### src/rtl/param_uart_prog.sv
// UART command receiver: decodes 8N1 frames carrying {2'b10, sel[1:0], value[3:0]} and pulses reprogram on a valid command.
// Optional even-parity bit after bit 7 when PARAM_UART_PARITY_EN is defined.
module param_uart_prog #(
    parameter int CLKS_PER_BIT = 10416
) (
    input  logic       clock,
    input  logic       reset,
    input  logic       rx,
    output logic       reprogram,
    output logic [1:0] time_param_sel,
    output logic [3:0] time_value,
    output logic       busy,
    output logic       err
);

    localparam logic [15:0] FULL_M1 = 16'(CLKS_PER_BIT - 1);
    localparam logic [15:0] HALF_M1 = 16'((CLKS_PER_BIT / 2) - 1);

    typedef enum logic [2:0] {
        IDLE,
        START,
        DATA,
`ifdef PARAM_UART_PARITY_EN
        PARITY,
`endif
        STOP,
        WAIT_IDLE
    } state_t;

    state_t      r_state;
    state_t      w_state_next;
    logic        r_rx_meta;
    logic        r_rx_sync;
    logic        r_rx_prev;
    logic [15:0] r_cnt;
    logic [15:0] w_cnt_next;
    logic [2:0]  r_bit_idx;
    logic [2:0]  w_bit_idx_next;
    logic [7:0]  r_shift;
    logic [7:0]  w_shift_next;
    logic        r_reprogram;
    logic        w_reprogram_next;
    logic        r_err;
    logic        w_err_next;
    logic        r_busy;
    logic [1:0]  r_sel;
    logic [1:0]  w_sel_next;
    logic [3:0]  r_value;
    logic [3:0]  w_value_next;
    logic        w_cnt_full;
    logic        w_parity_ok;
    logic        w_frame_ok;

`ifdef PARAM_UART_PARITY_EN
    logic        r_parity;
    logic        w_parity_next;
    assign w_parity_ok = ~(^{r_shift, r_parity});
`else
    assign w_parity_ok = 1'b1;
`endif

    assign w_cnt_full = (r_cnt == FULL_M1);
    assign w_frame_ok = r_rx_sync && (r_shift[7:6] == 2'b10) && w_parity_ok;

    always_comb begin
        w_state_next     = r_state;
        w_cnt_next       = r_cnt;
        w_bit_idx_next   = r_bit_idx;
        w_shift_next     = r_shift;
        w_reprogram_next = 1'b0;
        w_err_next       = 1'b0;
        w_sel_next       = r_sel;
        w_value_next     = r_value;
`ifdef PARAM_UART_PARITY_EN
        w_parity_next    = r_parity;
`endif
        case (r_state)
            IDLE: begin
                w_cnt_next     = 16'd0;
                w_bit_idx_next = 3'd0;
                if (r_rx_prev && !r_rx_sync) begin
                    w_state_next = START;
                end
            end
            START: begin
                // Re-check the line at mid start bit to reject glitches.
                if (r_cnt == HALF_M1) begin
                    w_cnt_next   = 16'd0;
                    w_state_next = r_rx_sync ? IDLE : DATA;
                end else begin
                    w_cnt_next = r_cnt + 16'd1;
                end
            end
            DATA: begin
                if (w_cnt_full) begin
                    w_cnt_next     = 16'd0;
                    w_shift_next   = {r_rx_sync, r_shift[7:1]};
                    w_bit_idx_next = r_bit_idx + 3'd1;
                    if (r_bit_idx == 3'd7) begin
`ifdef PARAM_UART_PARITY_EN
                        w_state_next = PARITY;
`else
                        w_state_next = STOP;
`endif
                    end
                end else begin
                    w_cnt_next = r_cnt + 16'd1;
                end
            end
`ifdef PARAM_UART_PARITY_EN
            PARITY: begin
                if (w_cnt_full) begin
                    w_cnt_next    = 16'd0;
                    w_parity_next = r_rx_sync;
                    w_state_next  = STOP;
                end else begin
                    w_cnt_next = r_cnt + 16'd1;
                end
            end
`endif
            STOP: begin
                if (w_cnt_full) begin
                    w_cnt_next = 16'd0;
                    if (w_frame_ok) begin
                        w_reprogram_next = 1'b1;
                        w_sel_next       = r_shift[5:4];
                        w_value_next     = r_shift[3:0];
                        w_state_next     = IDLE;
                    end else begin
                        w_err_next   = 1'b1;
                        w_state_next = r_rx_sync ? IDLE : WAIT_IDLE;
                    end
                end else begin
                    w_cnt_next = r_cnt + 16'd1;
                end
            end
            WAIT_IDLE: begin
                // Line must stay high for a full bit time before re-arming.
                if (!r_rx_sync) begin
                    w_cnt_next = 16'd0;
                end else if (w_cnt_full) begin
                    w_cnt_next   = 16'd0;
                    w_state_next = IDLE;
                end else begin
                    w_cnt_next = r_cnt + 16'd1;
                end
            end
            default: begin
                w_state_next = IDLE;
                w_cnt_next   = 16'd0;
            end
        endcase
    end

    always_ff @(posedge clock) begin
        if (reset) begin
            r_state     <= IDLE;
            r_rx_meta   <= 1'b1;
            r_rx_sync   <= 1'b1;
            r_rx_prev   <= 1'b1;
            r_cnt       <= 16'd0;
            r_bit_idx   <= 3'd0;
            r_shift     <= 8'd0;
            r_reprogram <= 1'b0;
            r_err       <= 1'b0;
            r_busy      <= 1'b0;
            r_sel       <= 2'b00;
            r_value     <= 4'h0;
`ifdef PARAM_UART_PARITY_EN
            r_parity    <= 1'b0;
`endif
        end else begin
            r_state     <= w_state_next;
            r_rx_meta   <= rx;
            r_rx_sync   <= r_rx_meta;
            r_rx_prev   <= r_rx_sync;
            r_cnt       <= w_cnt_next;
            r_bit_idx   <= w_bit_idx_next;
            r_shift     <= w_shift_next;
            r_reprogram <= w_reprogram_next;
            r_err       <= w_err_next;
            r_busy      <= (w_state_next != IDLE);
            r_sel       <= w_sel_next;
            r_value     <= w_value_next;
`ifdef PARAM_UART_PARITY_EN
            r_parity    <= w_parity_next;
`endif
        end
    end

    assign reprogram      = r_reprogram;
    assign err            = r_err;
    assign busy           = r_busy;
    assign time_param_sel = r_sel;
    assign time_value     = r_value;

endmodule

### config.mk
export PLATFORM = sky130hd
export DESIGN_NAME = param_uart_prog
export DESIGN_NICKNAME = d
export VERILOG_FILES = /design/src/rtl/param_uart_prog.sv
export SDC_FILE = /design/constraint.sdc
export NUM_CORES = 1
export LEC_CHECK = 0
export CAP_MARGIN = 20
export CORE_MARGIN = 8
export CORE_UTILIZATION = 40
export CTS_BUF_LIST = sky130_fd_sc_hd__clkbuf_4
export CTS_CLUSTER_DIAMETER = 80
export DETAILED_ROUTE_END_ITERATION = 10
export GPL_TIMING_DRIVEN = 1
export HOLD_SLACK_MARGIN = 0.03
export SETUP_SLACK_MARGIN = 0.4
export SLEW_MARGIN = 25
export SYNTH_ARGS = -nofsm -noshare
export SYNTH_HDL_FRONTEND = slang
export SYNTH_SLANG_ARGS = --single-unit
### constraint.sdc
create_clock -name clock -period 3.2 [get_ports clock]
set_clock_uncertainty 0.1 [all_clocks]
set_input_delay 0.64 -clock clock [delete_from_list [all_inputs] [get_ports clock]]
set_output_delay 0.64 -clock clock [all_outputs]
set_load 0.1 [all_outputs]
==> impl_metrics.py <==
metrics = {
    "clock_tree": {
        "worstSkewPairLatency_ns": 0.35,
        "cts-root-buf": "clkbuf_4",
        "cts_hold_buf": 0,
        "htree_num_levels": 2,
        "numCtsBuffers": 5,
        "tritoncts": "done",
        "cts_sinks": 42,
        "clkTransAtPathRegs_ns": 0.13,
        "clk_path_buf_depth": 2,
        "cts_setup_buffers": 0,
        "cts-resized-gates": 0,
    },
    "setup_path": {
        "r2r-end": "r_bit_idx[0]",
        "r2r_cells": 5,
        "crit_chain": "or4_4, nor4b_4, nand2_1, mux2_2, nor2_1",
        "timing.critical_path.buf_inv": 0,
        "arrival_ns": 2.75,
        "crit_type": "reg -> reg",
        "reg2reg_from": "r_cnt[8]",
        "worstSetupStartpoint": "r_cnt[8]",
        "crit_required_ns": 3.41,
        "max_stage_delay_ns": 0.59,
        "critPathSlowestCell": "or4_4",
        "crit_family": "simple AND/OR/NAND/NOR gates",
        "worst_setup_path_end_kind": "register",
        "regToRegSetupSlack_ns": 0.66,
        "cp-start-kind": "register",
        "worstPathMaxFanout": 11,
    },
    "detailed_routing": {
        "drc": 0,
        "via_per_inst": 5.246,
        "drt_iter0_drc": 74,
        "wl_um": 3350,
        "drtPass1Iterations": 4,
        "vias": 1301,
        "wl_per_cell_um": 13.51,
        "ant_nets": 0,
    },
    "yosys": {
        "synth_top_flop_cell": "dfxtp_1",
        "avgSynthCellArea_sq_um": 9.733,
        "syn-num-nets": 187,
        "synth_edf_count": 0,
        "yosys_warnings": 0,
        "yosysMostFrequentCell": "dfxtp_1",
        "yosysTopAreaCellShare": 0.4773,
        "seq_area_frac_synth": 0.4773,
        "synth_area_leaders": "dfxtp_1 48%, mux2i_1 8.5%, nor2_1 7.9%",
        "synthTopCellsByCount": "42 x dfxtp_1, 37 x nor2_1, 15 x mux2i_1",
        "yosysTopAreaCell": "dfxtp_1",
        "synthCells": 181,
        "yosysUniqueCellTypes": 38,
        "ys_ff_latch": 42,
        "async_reset_ff_frac": 0,
        "synth_area_sq_um": 1762,
    },
    "placement": {
        "dpl.hpwl_um": 2421,
        "dpl.cell_count": 240,
        "portBuffers": 11,
        "placed_area_sq_um": 1902,
        "gp_congestion": 0.7860,
        "pre_cts_ws_ns": 0.6849,
    },
    "timing": {
        "setup_viol": 0,
        "final.period_utilization": 0.7949,
        "period_needed_ns": 2.544,
        "hold_viol": 0,
        "tightestPinTransition_ns": 0.6500,
        "timing.final.ws_setup_ns": 0.6565,
        "relSlewSlack": 0.5654,
        "rsz0062_at_grt": "false",
        "slew_violations": 0,
        "max_freq_mhz": 393.2,
        "final.setup.tns_ns": 0,
    },
    "global_routing": {
        "use_met1": 0.1222,
        "grt_pass1_wl_um": 5747,
        "use_met3": 0.03788,
        "groute.usage.overall": 0.1084,
        "antenna_found_initial": 0,
        "overflow": 0,
        "met2_usage": 0.1832,
        "grt_max_degree": 25,
        "busiest_layer": "met2",
        "grt_pass1_vias": 1251,
    },
    "layout": {
        "fin_cells": 248,
        "area_growth_pct": 12.64,
        "diodes": 0,
        "drive_gt1_frac": 0.1429,
        "final_nets": 201,
        "final_cell_area_sq_um": 1984,
    },
    "min_path": {
        "worstHoldPathType": "reg -> reg",
        "hold_depth": 1,
        "hold_start": "r_rx_meta",
        "holdPathEnd": "r_rx_sync",
    },
    "die": {
        "start_util": 0.4103,
        "die_h_um": 82.37,
        "dieArea_sq_um": 6784,
        "io_pins": 12,
        "num_rows": 24,
        "core-area_sq_um": 4294,
        "die_x_um": 82.37,
    },
    "flow_run": {
        "maxCapViolCount": 0,
    },
    "pwr": {
        "power_density_nw_per_um2": 451.3,
        "p_leak_nw": 0.7598,
        "ir_drop_mv": 0.2036,
        "finalPower_w": 0.0008956,
    },
    "outcome": {
        "run_status": "finished clean",
    },
}
-- cells in the final DEF (no fill, tap or decap), drive strengths merged, types with 4 or more instances in the layout --
cell type	netlist	routed
buf	1	10
dfxtp	42	42
nand3	10	10
nor2b	4	4
nand2	10	10
mux2i	15	15
xor2	10	10
nor2	37	37
clkbuf	4	6
xnor2	4	4
nand4	5	5
-- power breakdown --
part | switching, W | internal, W | leakage, nW | total (W)
logic | 0.0000145 | 0.00000737 | 0.379 | 0.0000219
registers | 0.00000270 | 0.000526 | 0.339 | 0.000528
clock network | 0.000172 | 0.000173 | 0.0419 | 0.000345
-- per-layer routing --
metal	up-vias	wire length (um)
li1	654	-
met1	621	1548
met2	19	1608
met3	7	127
met4	0	65
met5	-	0
-- logic make-up after synthesis --
group / count (synthesis) / share of synthesized area
compound gates: 8 / 0.03338
flops: 42 / 0.4773
mux: 16 / 0.09162
simple gates: 92 / 0.2933
fa+ha+maj: 3 / 0.02131
buf+inv: 6 / 0.01349
xor+xnor: 14 / 0.06960
-- final cells by class --
type / instances / area [sq um]
clock buffer: 6 / 45.04
clock inverter: 2 / 37.54
fill: 408 / 2310
inverter: 1 / 3.754
multi-input combinational: 133 / 897.1
sequential: 42 / 840.8
tap: 52 / 65.06
timing repair buffer: 12 / 95.09
-- sequential cells by signal (all words and copies together) (netlist names) --
name,flops
busy,1
r_rx_prev,1
err,1
r_rx_meta,1
time_value,4
r_shift,8
r_cnt,16
time_param_sel,2
r_bit_idx,3
r_state,3
reprogram,1
r_rx_sync,1
-- per-stage QoR --
stage / utilization / hold WS (ns)
3_5_place_dp: 0.4429 / 0.2942
5_1_grt: 0.4621 / 0.3457
3_3_place_gp: 0.4429 / 0.2911
6_report: 0.4621 / 0.3237
2_1_floorplan: - / 0.2895
4_1_cts: 0.4621 / 0.3256
-- worst max-delay path by stage --
| stage | end | slack, ns | depth (start not counted) |
|---|---|---|---|
| 5_1_grt | r_cnt[13] | 0.55 | 5 |
| 2_1_floorplan | busy | 0.82 | 5 |
| 3_3_place_gp | r_bit_idx[0] | 0.73 | 5 |
| 6_report | r_bit_idx[0] | 0.66 | 5 |
| 3_5_place_dp | r_cnt[10] | 0.68 | 5 |
| 4_1_cts | r_cnt[5] | 0.65 | 5 |
Power figures use the tool's default switching activity.
